--- src/rtl/adventure_game_move_input_if.sv ---
// Player input bundle between the raw button/game-core side and the move front end.
//   btn_n/s/e/w/start : raw asynchronous push-buttons, active-high
//   game_over         : level from the game core result output
//   start             : one-cycle start command
//   direction         : last accepted move code (N=00 S=01 E=10 W=11)
//   move_valid        : one-cycle pulse, direction carries a new move
//   conflict          : one-cycle pulse, press rejected (several directions held)
interface adventure_game_move_input_if;
   logic       btn_n;
   logic       btn_s;
   logic       btn_e;
   logic       btn_w;
   logic       btn_start;
   logic       game_over;
   logic       start;
   logic [1:0] direction;
   logic       move_valid;
   logic       conflict;

   // Driver of buttons / consumer of commands
   modport master (
      output btn_n, btn_s, btn_e, btn_w, btn_start, game_over,
      input  start, direction, move_valid, conflict
   );

   // The move front end itself
   modport slave (
      input  btn_n, btn_s, btn_e, btn_w, btn_start, game_over,
      output start, direction, move_valid, conflict
   );
endinterface

--- src/rtl/adventure_game_move_input.sv ---
// Move front end: synchronises, debounces and edge-detects the player buttons and
// turns them into clean single-cycle start / move_valid / conflict commands.
//   clk   : system clock, rising edge
//   reset : synchronous, active-high
//   bus   : button inputs, game_over feedback and command outputs (slave side)
module adventure_game_move_input #(
   parameter int unsigned DEBOUNCE_CYCLES = 4,
   parameter int unsigned CNT_W           = 20
) (
   input  logic                         clk,
   input  logic                         reset,
   adventure_game_move_input_if.slave   bus
);

   localparam int unsigned NUM_BTN   = 5;
   localparam int unsigned BTN_START = 4;

   typedef enum logic [1:0] {
      IDLE    = 2'd0,
      PLAY    = 2'd1,
      RELEASE = 2'd2,
      DONE    = 2'd3
   } state_t;

   logic [NUM_BTN-1:0]            raw;
   logic [NUM_BTN-1:0]            sync1_q, sync2_q;
   logic [NUM_BTN-1:0]            deb_q, deb_d;
   logic [NUM_BTN-1:0]            deb_dly_q;
   logic [NUM_BTN-1:0][CNT_W-1:0] cnt_q, cnt_d;
   logic [NUM_BTN-1:0]            rise;
   logic [3:0]                    dir_lvl, dir_rise;

   state_t     state_q, state_d;
   logic       start_q, start_d;
   logic       move_valid_q, move_valid_d;
   logic       conflict_q, conflict_d;
   logic [1:0] direction_q, direction_d;

   // Index order doubles as the direction code: N=0 S=1 E=2 W=3
   assign raw = {bus.btn_start, bus.btn_w, bus.btn_e, bus.btn_s, bus.btn_n};

   // Per-button debounce: level follows the synced input only after a full stable run
   always_comb begin
      deb_d = deb_q;
      cnt_d = cnt_q;
      for (int i = 0; i < NUM_BTN; i++) begin
         if (sync2_q[i] != deb_q[i]) begin
            if (cnt_q[i] == CNT_W'(DEBOUNCE_CYCLES - 1)) begin
               deb_d[i] = sync2_q[i];
               cnt_d[i] = '0;
            end else begin
               cnt_d[i] = cnt_q[i] + CNT_W'(1);
            end
         end else begin
            cnt_d[i] = '0;
         end
      end
   end

   assign rise     = deb_q & ~deb_dly_q;
   assign dir_lvl  = deb_q[3:0];
   assign dir_rise = rise[3:0];

   // Command FSM; start has priority and swallows same-cycle direction edges
   always_comb begin
      state_d      = state_q;
      start_d      = 1'b0;
      move_valid_d = 1'b0;
      conflict_d   = 1'b0;
      direction_d  = direction_q;
      if (rise[BTN_START]) begin
         start_d = 1'b1;
         state_d = PLAY;
      end else begin
         case (state_q)
            PLAY: begin
               if (bus.game_over) begin
                  state_d = DONE;
               end else if (dir_rise != 4'b0000) begin
                  state_d = RELEASE;
                  case (dir_lvl)
                     4'b0001: begin direction_d = 2'd0; move_valid_d = 1'b1; end
                     4'b0010: begin direction_d = 2'd1; move_valid_d = 1'b1; end
                     4'b0100: begin direction_d = 2'd2; move_valid_d = 1'b1; end
                     4'b1000: begin direction_d = 2'd3; move_valid_d = 1'b1; end
                     default: conflict_d = 1'b1;
                  endcase
               end
            end
            RELEASE: begin
               if (bus.game_over) begin
                  state_d = DONE;
               end else if (dir_lvl == 4'b0000) begin
                  state_d = PLAY;
               end
            end
            default: ;
         endcase
      end
   end

   always_ff @(posedge clk) begin
      if (reset) begin
         sync1_q      <= '0;
         sync2_q      <= '0;
         deb_q        <= '0;
         deb_dly_q    <= '0;
         cnt_q        <= '0;
         state_q      <= IDLE;
         start_q      <= 1'b0;
         move_valid_q <= 1'b0;
         conflict_q   <= 1'b0;
         direction_q  <= 2'd0;
      end else begin
         sync1_q      <= raw;
         sync2_q      <= sync1_q;
         deb_q        <= deb_d;
         deb_dly_q    <= deb_q;
         cnt_q        <= cnt_d;
         state_q      <= state_d;
         start_q      <= start_d;
         move_valid_q <= move_valid_d;
         conflict_q   <= conflict_d;
         direction_q  <= direction_d;
      end
   end

   assign bus.start      = start_q;
   assign bus.move_valid = move_valid_q;
   assign bus.conflict   = conflict_q;
   assign bus.direction  = direction_q;

endmodule

--- src/flat_wrapper.sv ---
// flat-port wrapper written by rule: the top's interface ports become plain ports
module adventure_game_move_input_flat 
#(
   parameter int unsigned DEBOUNCE_CYCLES = 4,
   parameter int unsigned CNT_W           = 20
)
  (clk, reset, bus_btn_n, bus_btn_s, bus_btn_e, bus_btn_w, bus_btn_start, bus_game_over, bus_start, bus_direction, bus_move_valid, bus_conflict);
  adventure_game_move_input_if bus_i ();
  input  logic clk;
  input  logic reset;
  input wire logic [$bits(bus_i.btn_n)-1:0] bus_btn_n;
  input wire logic [$bits(bus_i.btn_s)-1:0] bus_btn_s;
  input wire logic [$bits(bus_i.btn_e)-1:0] bus_btn_e;
  input wire logic [$bits(bus_i.btn_w)-1:0] bus_btn_w;
  input wire logic [$bits(bus_i.btn_start)-1:0] bus_btn_start;
  input wire logic [$bits(bus_i.game_over)-1:0] bus_game_over;
  output wire logic [$bits(bus_i.start)-1:0] bus_start;
  output wire logic [$bits(bus_i.direction)-1:0] bus_direction;
  output wire logic [$bits(bus_i.move_valid)-1:0] bus_move_valid;
  output wire logic [$bits(bus_i.conflict)-1:0] bus_conflict;
  assign bus_i.btn_n = bus_btn_n;
  assign bus_i.btn_s = bus_btn_s;
  assign bus_i.btn_e = bus_btn_e;
  assign bus_i.btn_w = bus_btn_w;
  assign bus_i.btn_start = bus_btn_start;
  assign bus_i.game_over = bus_game_over;
  assign bus_start = bus_i.start;
  assign bus_direction = bus_i.direction;
  assign bus_move_valid = bus_i.move_valid;
  assign bus_conflict = bus_i.conflict;
  adventure_game_move_input #(.DEBOUNCE_CYCLES(DEBOUNCE_CYCLES), .CNT_W(CNT_W)) u_core (.clk(clk), .reset(reset), .bus(bus_i));
endmodule
--- config.mk ---
export PLATFORM = sky130hd
export DESIGN_NAME = adventure_game_move_input_flat
export DESIGN_NICKNAME = d
export VERILOG_FILES = /design/src/rtl/adventure_game_move_input_if.sv /design/src/rtl/adventure_game_move_input.sv /design/src/flat_wrapper.sv
export SDC_FILE = /design/constraint.sdc
export NUM_CORES = 1
export LEC_CHECK = 0
export CORE_MARGIN = 3
export CORE_UTILIZATION = 50
export CTS_CLUSTER_DIAMETER = 40
export DETAILED_ROUTE_END_ITERATION = 16
export PLACE_DENSITY_LB_ADDON = 0.08
export SLEW_MARGIN = 20
export SYNTH_ARGS = -nofsm -noshare
export SYNTH_HDL_FRONTEND = slang
export SYNTH_SLANG_ARGS = --single-unit
export TNS_END_PERCENT = 5
--- constraint.sdc ---
create_clock -name clk -period 1.82 [get_ports clk]
set_input_delay 0.182 -clock clk [delete_from_list [all_inputs] [get_ports clk]]
set_output_delay 0.182 -clock clk [all_outputs]
set_load 0.05 [all_outputs]
; After elaboration in Yosys (flattened, before gate mapping)
; Cells that the tools add are included.
[op_classes]
add_sub_neg = 5
n_eq_ne = 20
muxes = 10
n_bitwise = 11
n_reduce_logical = 21
[ops]
columns = operator, count
row1 = $add 20x1->20 const B, 5
row2 = $eq 20x2->1 const B, 5
row3 = $reduce_or 3->1, 5
row4 = $reduce_and 2->1, 5
row5 = $not 1->1, 9
row6 = $mux 2, 4
row7 = $ne 4x2->1 const B, 2
row8 = $pmux 2 s4, 1
row9 = $reduce_bool 4->1, 2
row10 = $ne 3x2->1 const B, 2
row11 = $reduce_and 3->1, 2
row12 = $and 5x5->5, 1
row13 = $ne 1x1->1, 5
row14 = $not 5->5, 1
row15 = $reduce_and 5->1, 1
row16 = $reduce_or 5->1, 1
row17 = $eq 4x1->1 const B, 1
row18 = $eq 4x2->1 const B, 1
row19 = $eq 4x3->1 const B, 1
row20 = $eq 4x4->1 const B, 1
row21 = $logic_not 4->1, 1
row22 = $mux 1, 4
row23 = $pmux 2 s2, 1
row24 = $reduce_or 4->1, 1
row25 = other kinds (5), 5
[totals]
reg_bits = 127
input_bits = 8
output_inout_bits = 5
word_cells = 86

; Logic depth before layout (Yosys ltp)
; Gate-level depths: netlist (run 1).
[depth]
ltp_word = 7
depth_mapped = 7
mapped_depth_nobuf = 7

; Least setup slack after synthesis (run 1)
; OpenSTA, ideal clock, no wires.
[synth_path]
kind = flip-flop to flip-flop
from = reg u_core.cnt_q[20] (netlist bit)
to = reg u_core.cnt_q[28] (netlist bit)
t_arrival_ns = 1.609
required_ns = 1.703
slack_ns = 0.094
stages_incl_launch_ff = 8
period_less_slack_ns = 1.726
cell_sequence = dfxtp_1 -> ha_1 -> nor4b_1 -> nand4_1 -> nor4_1 -> or3_1 -> buf_2 -> nor2_1
[synth_between]
elab_chain_cells = 2
word_cells_on_any_way = 3
cone_classes = 1 x add/sub / 1 x eq/ne / 1 x reduce/logical
[synth_lines]
columns = item, line
row1 = from (decl), adventure_game_move_input.sv:29  ; logic [NUM_BTN-1:0][CNT_W-1:0] cnt_q, cnt_d;
row2 = from (signal assigned), adventure_game_move_input.sv:119  ; cnt_q <= cnt_d;
row3 = branches (longest 2 deep; another with $add 20x1->20), --
; Parallel ways; which one is timed is not known.
; A chain may end at the register's enable or synchronous reset.

; Worst setup path in the final report (run 1)
[layout_path]
from = reg u_core.cnt_q[80] (netlist bit)
to = reg u_core.cnt_q[91] (netlist bit)
; Same word-level chain as after synthesis.

==> impl_results.md, run 1 <==
* TritonCTS clock tree: built
* Worst rel slew slack at 66.8%
* Comb pwr share at 3.3%
* Synth top area share at 46.6%
* Sw Share at 20.4%
* # port buffers at 12
* GRT Resource Usage Total at 17.2%
* Die W at 111 um
* CP Class: flip-flop to flip-flop
* Initial drt markers at 272
* First-pass GRT wire length at 17600 um
* Sequential share of power at 46.6%
* Final ANT Viol Nets at 0
* Critical Path AT at 2170 ps
* PD cells at 923 mW/mm^2
* Final Max Tran Viols at 0
* Synthesized area at 0.00546 sq mm
* R2r endpoint: u_core.cnt_q[91]$_SDFF_PP0_
* RD Place Congestion at 0.823
* Tmin final at 1720 ps
* Setup-failing EPs final at 0
* EDFF count, synth at 0
* Post-synth ARST share at 0%
* Net Switching at 1.24 mW
* PnR Total Power at 6.09 mW
* Internal at 4.85 mW
* GRT overflow at 0
* Leakage at 2.27 nW
* Die Area at 0.0122 sq mm
* Max Cap Viol at 0
* Status: complete, no violations
* Root Buffer: clkbuf_8
* Register area share after synthesis at 46.6%
* Crit path launch: u_core.cnt_q[80]$_SDFF_PP0_
* Sink Count at 127
* Synthesized net count at 622
* Worst slack, placed at -96.7 ps
* Initial Util at 52.2%
* Post-Syn Instances at 607
* Share of layout cells above drive strength 1 at 14.1%
* Most frequent cells after synthesis: 127 x dfxtp_1, 126 x nor2_1, 52 x xnor2_1
* Worst-path maximum fanout at 10
* Clock slew at reported path FFs at 60 ps
* Die span in y at 111 um
* Initial antenna violation count at 0
* Post-Route WL at 9950 um
* Fin nets at 675
* Hold Vio Cnt, Final at 0
* Synth warn at 0
* Number of global-route vias before repair at 3973
* Finished Layout Cells at 808
* Cell depth of the worst flop-to-flop path at 6
* Ant. Diodes at 0
* Worst Slack Setup Final at 103 ps
* Register area at 0.00254 sq mm
* Hold buffer count at CTS at 0
* Worst slew pin tran at 500 ps
* Reg2Reg Setup Slack at 100 ps
* Clk_skew at 5.97 ps
* Avg Cell Area, Syn at 9.00 sq um
* Top-count cell post-synth: dfxtp_1
* Min-Delay Path Depth at 2
* Clk_lat worst skew at 520 ps
* Placed Instances at 776
* H-tree depth at 4
* CP required at 2270 ps
* Post-synth cell types at 40
* Layout fillers at 930
* Post-CTS setup buffer count at 0
* Core footprint at 0.0105 sq mm
* CTS Buf Count at 17
* Main synth FF type: dfxtp_1
* Area of the multi-input gates at 0.00281 sq mm
* Largest net degree at the start of global routing at 21
* Rows at 37
* Clock network power share at 50.1%
* Hold_sp: bus_btn_w
* Area Overhead vs Synth at 20.8%
* Avg WL per Cell at 12.3 um
* Clock buffer depth at 2
* Min-delay worst type: primary input to flip-flop
* Worst setup SP type: flip-flop
* Pre-Repair DR Iteration Count at 4
* Via Count at 4139
* Leading area contributor after synthesis: dfxtp_1
* Fmax at 582 MHz
* Drt via density at 5.12
* Fin crit share at 94.4%
* DRC at 0
* Worst r2r src: u_core.cnt_q[80]$_SDFF_PP0_
* Crit. End Element: flip-flop
* Top cells by area, synth: dfxtp_1 47%, nor2_1 8.7%, xnor2_1 8.3%, xor2_1 7.2%, nand3_1 4.0%
* Unrepaired setup endpoints after global routing: yes
* VDD IR-drop max at 1.14 mV
* Final HPWL DP at 6790 um
* Hold path endpoint: u_core.sync1_q[3]$_SDFF_PP0_
* Seq cells post-synth at 127
* Io pins at 13
[worst max path at each step]
stage | to | slack, ps | cells past startpoint
global route | u_core.cnt_q[57]$_SDFF_PP0_ | -40 | 5
finish | u_core.cnt_q[91]$_SDFF_PP0_ | 100 | 6
CTS | u_core.cnt_q[89]$_SDFF_PP0_ | 60 | 6
floorplan | u_core.cnt_q[28]$_SDFF_PP0_ | 90 | 7
global placement | u_core.cnt_q[54]$_SDFF_PP0_ | 80 | 5
detailed placement | u_core.cnt_q[89]$_SDFF_PP0_ | -100 | 6
[metrics by stage]
stage	hold WS, ps	utilization, %	TNS [ps]	cell area [sq um]
final	219	63.1	0	6600
after global routing	203	63.1	-259	6600
after CTS	189	62.5	0	6540
after detailed placement	398	57.3	-1550	5990
after global placement	395	57.3	0	5990
after floorplan	310	-	0	5460
[kinds of logic (layout without fill, tap and decap cells)]
kind of cell | Yosys count | after routing | synth area share, %
AND/OR/NAND/NOR | 320 | 321 | 30.5
flip-flops | 127 | 127 | 46.6
XOR/XNOR | 97 | 97 | 15.6
buffers and inverters | 39 | 103 | 3.32
AO/OA/AOI/OAI | 11 | 11 | 1.37
adder cells (fa/ha/maj) | 7 | 7 | 1.60
multiplexers | 6 | 6 | 1.10
[final cells by class]
| type | instances | share of cell area (%) |
|---|---|---|
| Clock buffer | 24 | 7.28 |
| Clock inverter | 7 | 0.910 |
| Inverter | 21 | 1.19 |
| Multi-Input combinational cell | 442 | 42.6 |
| Sequential cell | 127 | 38.5 |
| Tap cell | 136 | 2.58 |
| Timing Repair Buffer | 51 | 6.92 |
[power by group through the flow]
stage	clock, mW	combinational, mW	sequential, mW
after detailed placement	0	0.196	2.89
final	3.05	0.203	2.84
after CTS	3.13	0.199	2.83
after global placement	0	0.187	2.89
after global routing	3.27	0.225	2.84
after floorplan	0	0.135	2.89
[layer usage]
layer,global-route usage (%),routed length (um)
met2,26.9,4580
met3,6.30,309
met1,21.9,4930
met4,6.40,138
met5,0,0
[worst max-delay path, stage by stage, from the launching register on]
cell	delay [ps]
dfxtp_1	330
ha_1	210
nor4b_2	160
nand4_1	140
nor4_4	60
or3_2	610
nor2_1	150
[sequential cells by signal (all words and copies together) (netlist names), 2 cells and up]
signal	cells
u_core.sync1_q	5
u_core.cnt_q	100
u_core.state_q	2
u_core.deb_dly_q	5
u_core.bus.direction	2
u_core.deb_q	5
u_core.sync2_q	5
[cell usage in the layout, fill, tap and decap left out, types with 3 or more instances in the layout]
cell type	count
nand3_1	44
o21ai_0	4
and2_1	3
ha_1	7
mux2i_1	6
inv_1	21
or3_1	6
nor4_2	5
and4_1	4
nand4_2	4
and3_1	11
nand4_1	19
nand3b_1	3
clkbuf_1	3
dlygate4sd2_1	5
a21oi_1	3
nand2_1	20
nor4_1	23
clkbuf_8	5
clkinv_2	6
dfxtp_1	127
nor3_1	11
clkbuf_16	16
nor2_1	126
xor2_1	45
or2_2	4
clkdlybuf4s50_1	7
buf_12	4
buf_4	35
xnor2_1	52
nor2b_1	20
nor4b_2	4
[timing repair]
item	CTS	global route
resized for setup	7	8
pin swaps	0	1
setup endpoints to repair	25	104
gates cloned	0	1
No activity file was read; power rests on OpenSTA's default activity.
==> run 2: changes to the inputs <==
--- a/config.mk
+++ b/config.mk
@@ -9,7 +9,7 @@
 export CORE_UTILIZATION = 50
 export CTS_CLUSTER_DIAMETER = 40
 export DETAILED_ROUTE_END_ITERATION = 16
-export PLACE_DENSITY_LB_ADDON = 0.08
+export PLACE_DENSITY = 0.7
 export SLEW_MARGIN = 20
 export SYNTH_ARGS = -nofsm -noshare
 export SYNTH_HDL_FRONTEND = slang
==> run 2 against run 1 <==
Power is 2.9% higher. Highest routed layer unchanged. First-iteration DRC count is 6.6% higher. Sequential power hardly changed. Sequential share of layout area is 0.22 points higher. Worst setup slack worse by 1.5 ps. Die area stayed put. Clock power is 6% higher. Cell count is 1.2% lower. Worst hold slack better by 31 ps.
==> impl_results.md, run 2 (synthesis results as in run 1) <==
* Clock slew at reported path FFs at 50 ps
* PD cells at 954 mW/mm^2
* Critical path's largest stage delay at 570 ps
* Fmax at 582 MHz
* Via Count at 4224
* Share of layout cells above drive strength 1 at 12.8%
* Max Cap Viol at 0
* Hold buffer count at CTS at 0
* Tmin final at 1720 ps
* CTS Buf Count at 17
* Pre-Repair DR Iteration Count at 4
* Number of global-route vias before repair at 4023
* Largest net degree at the start of global routing at 22
* RD Place Congestion at 0.812
* Status: complete, no violations
* VDD IR-drop max at 0.662 mV
* Die Area at 0.0122 sq mm
* Clk_skew at 15.8 ps
* Crit-path cells: nand4_2, or4_4, nor3_2, xnor2_1, nor2_2
* Final Max Tran Viols at 0
* Ant. Diodes at 0
* GRT Resource Usage Total at 17.2%
* Crit. End Element: flip-flop
* Setup-failing EPs final at 0
* Fin crit share at 94.4%
* Unrepaired setup endpoints after global routing: no
* Worst-path maximum fanout at 6
* Placed cell areas at 0.00595 sq mm
* Avg WL per Cell at 12.9 um
* First-pass GRT wire length at 17700 um
* Area Overhead vs Synth at 20.2%
* Die span in y at 111 um
* Most frequent cells in the layout: 126 x nor2_1, 126 x dfxtp_1, 52 x xnor2_1
* Initial drt markers at 290
* Core footprint at 0.0105 sq mm
* Final core utilization at 62.7%
* TritonCTS clock tree: built
* Worst setup SP type: flip-flop
* Final HPWL DP at 6920 um
* Clk_lat worst skew at 520 ps
* Fin nets at 667
* # port buffers at 12
* Drt via density at 5.29
* Io pins at 13
* Post-Route WL at 10300 um
* PnR Total Power at 6.26 mW
* Hold Vio Cnt, Final at 0
* DRC at 0
* Number of flip-flops in the largest register at 100
* Rows at 37
* Clock buffer depth at 2
* Final ANT Viol Nets at 0
* Initial antenna violation count at 0
* CP required at 2230 ps
* GRT overflow at 0
* Largest Register: u_core.cnt_q
* Worst Slack Setup Final at 101 ps
* Setup TNS at 0 ps
* Root Buffer: clkbuf_8
* Worst slew pin tran at 490 ps
* Min-delay worst type: primary input to flip-flop
* Die W at 111 um
* Design Area, Final at 0.00656 sq mm
* CP Class: flip-flop to flip-flop
* Slowest-stage cell, CP: or4_4
* Leakage at 2.28 nW
* Initial Util at 52.2%
* Post-CTS setup buffer count at 0
* Worst rel slew slack at 67.5%
* H-tree depth at 4
* Critical Path AT at 2120 ps
* Sink Count at 127
* Worst slack, placed at 1.10 ps
==> run 2: cell types whose count changed in the layout (fill, tap and decap cells not counted), sizes merged <==
cell	change
bufinv	+2
or3	-1
clkinv	-1
buf	-7
clkbuf	-3
==> run 2: worst paths after layout <==
path         slack (ps)                         start  cells after the start                            to
max                 100   u_core.cnt_q[88]$_SDFF_PP0_                      5   u_core.cnt_q[98]$_SDFF_PP0_
min                 250                     bus_btn_w                      2  u_core.sync1_q[3]$_SDFF_PP0_
max reg2reg         100   u_core.cnt_q[88]$_SDFF_PP0_                      5   u_core.cnt_q[98]$_SDFF_PP0_
min reg2reg         420  u_core.sync1_q[3]$_SDFF_PP0_                      1  u_core.sync2_q[3]$_SDFF_PP0_
==> run 2: worst max-delay path, delay by kind of cell, from the launching register on <==
family           cells  cell delay [ps]
AND/OR/NAND/NOR      4             1000
XOR/XNOR             1              170
flip-flops           1              440
==> run 2: routing by layer <==
metal	GRT usage, %	vias up	wire length (um)
met5	0	-	0
met3	4.99	16	368
met1	21.0	2012	4770
met4	7.06	0	176
li1	-	2135	-
met2	28.6	61	4990
==> run 2: power breakdown <==
group | switching (mW) | internal (mW)
clock network | 1.11 | 2.12
logic | 0.101 | 0.0985
registers | 0.0194 | 2.82
==> run 2: final cells by class <==
| type | instances | area (sq um) |
|---|---|---|
| Clock buffer | 21 | 449 |
| Clock inverter | 8 | 115 |
| Fill cell | 870 | 3900 |
| Inverter | 21 | 78.8 |
| Multi-Input combinational cell | 441 | 2790 |
| Sequential cell | 127 | 2540 |
| Tap cell | 136 | 170 |
| Timing Repair Buffer | 44 | 417 |
==> run 2: what timing repair did <==
action / CTS / global route
setup endpoints to repair: 12 / 85
resized for setup: 6 / 8
gates cloned: 0 / 0
==> run 2: through the flow <==
| step | cells | hold WS (ps) |
|---|---|---|
| after floorplan | 607 | 310 |
| after global placement | 769 | 403 |
| after detailed placement | 769 | 403 |
| after CTS | 798 | 218 |
| after global routing | 798 | 241 |
| final | 798 | 251 |
==> run 3: changes to the inputs <==
--- a/config.mk
+++ b/config.mk
@@ -10,7 +10,6 @@
 export CTS_CLUSTER_DIAMETER = 40
 export DETAILED_ROUTE_END_ITERATION = 16
 export PLACE_DENSITY = 0.7
-export SLEW_MARGIN = 20
 export SYNTH_ARGS = -nofsm -noshare
 export SYNTH_HDL_FRONTEND = slang
 export SYNTH_SLANG_ARGS = --single-unit
==> results of run 3 <==
No change in the layout: final DEF, timing and power equal those of run 2.
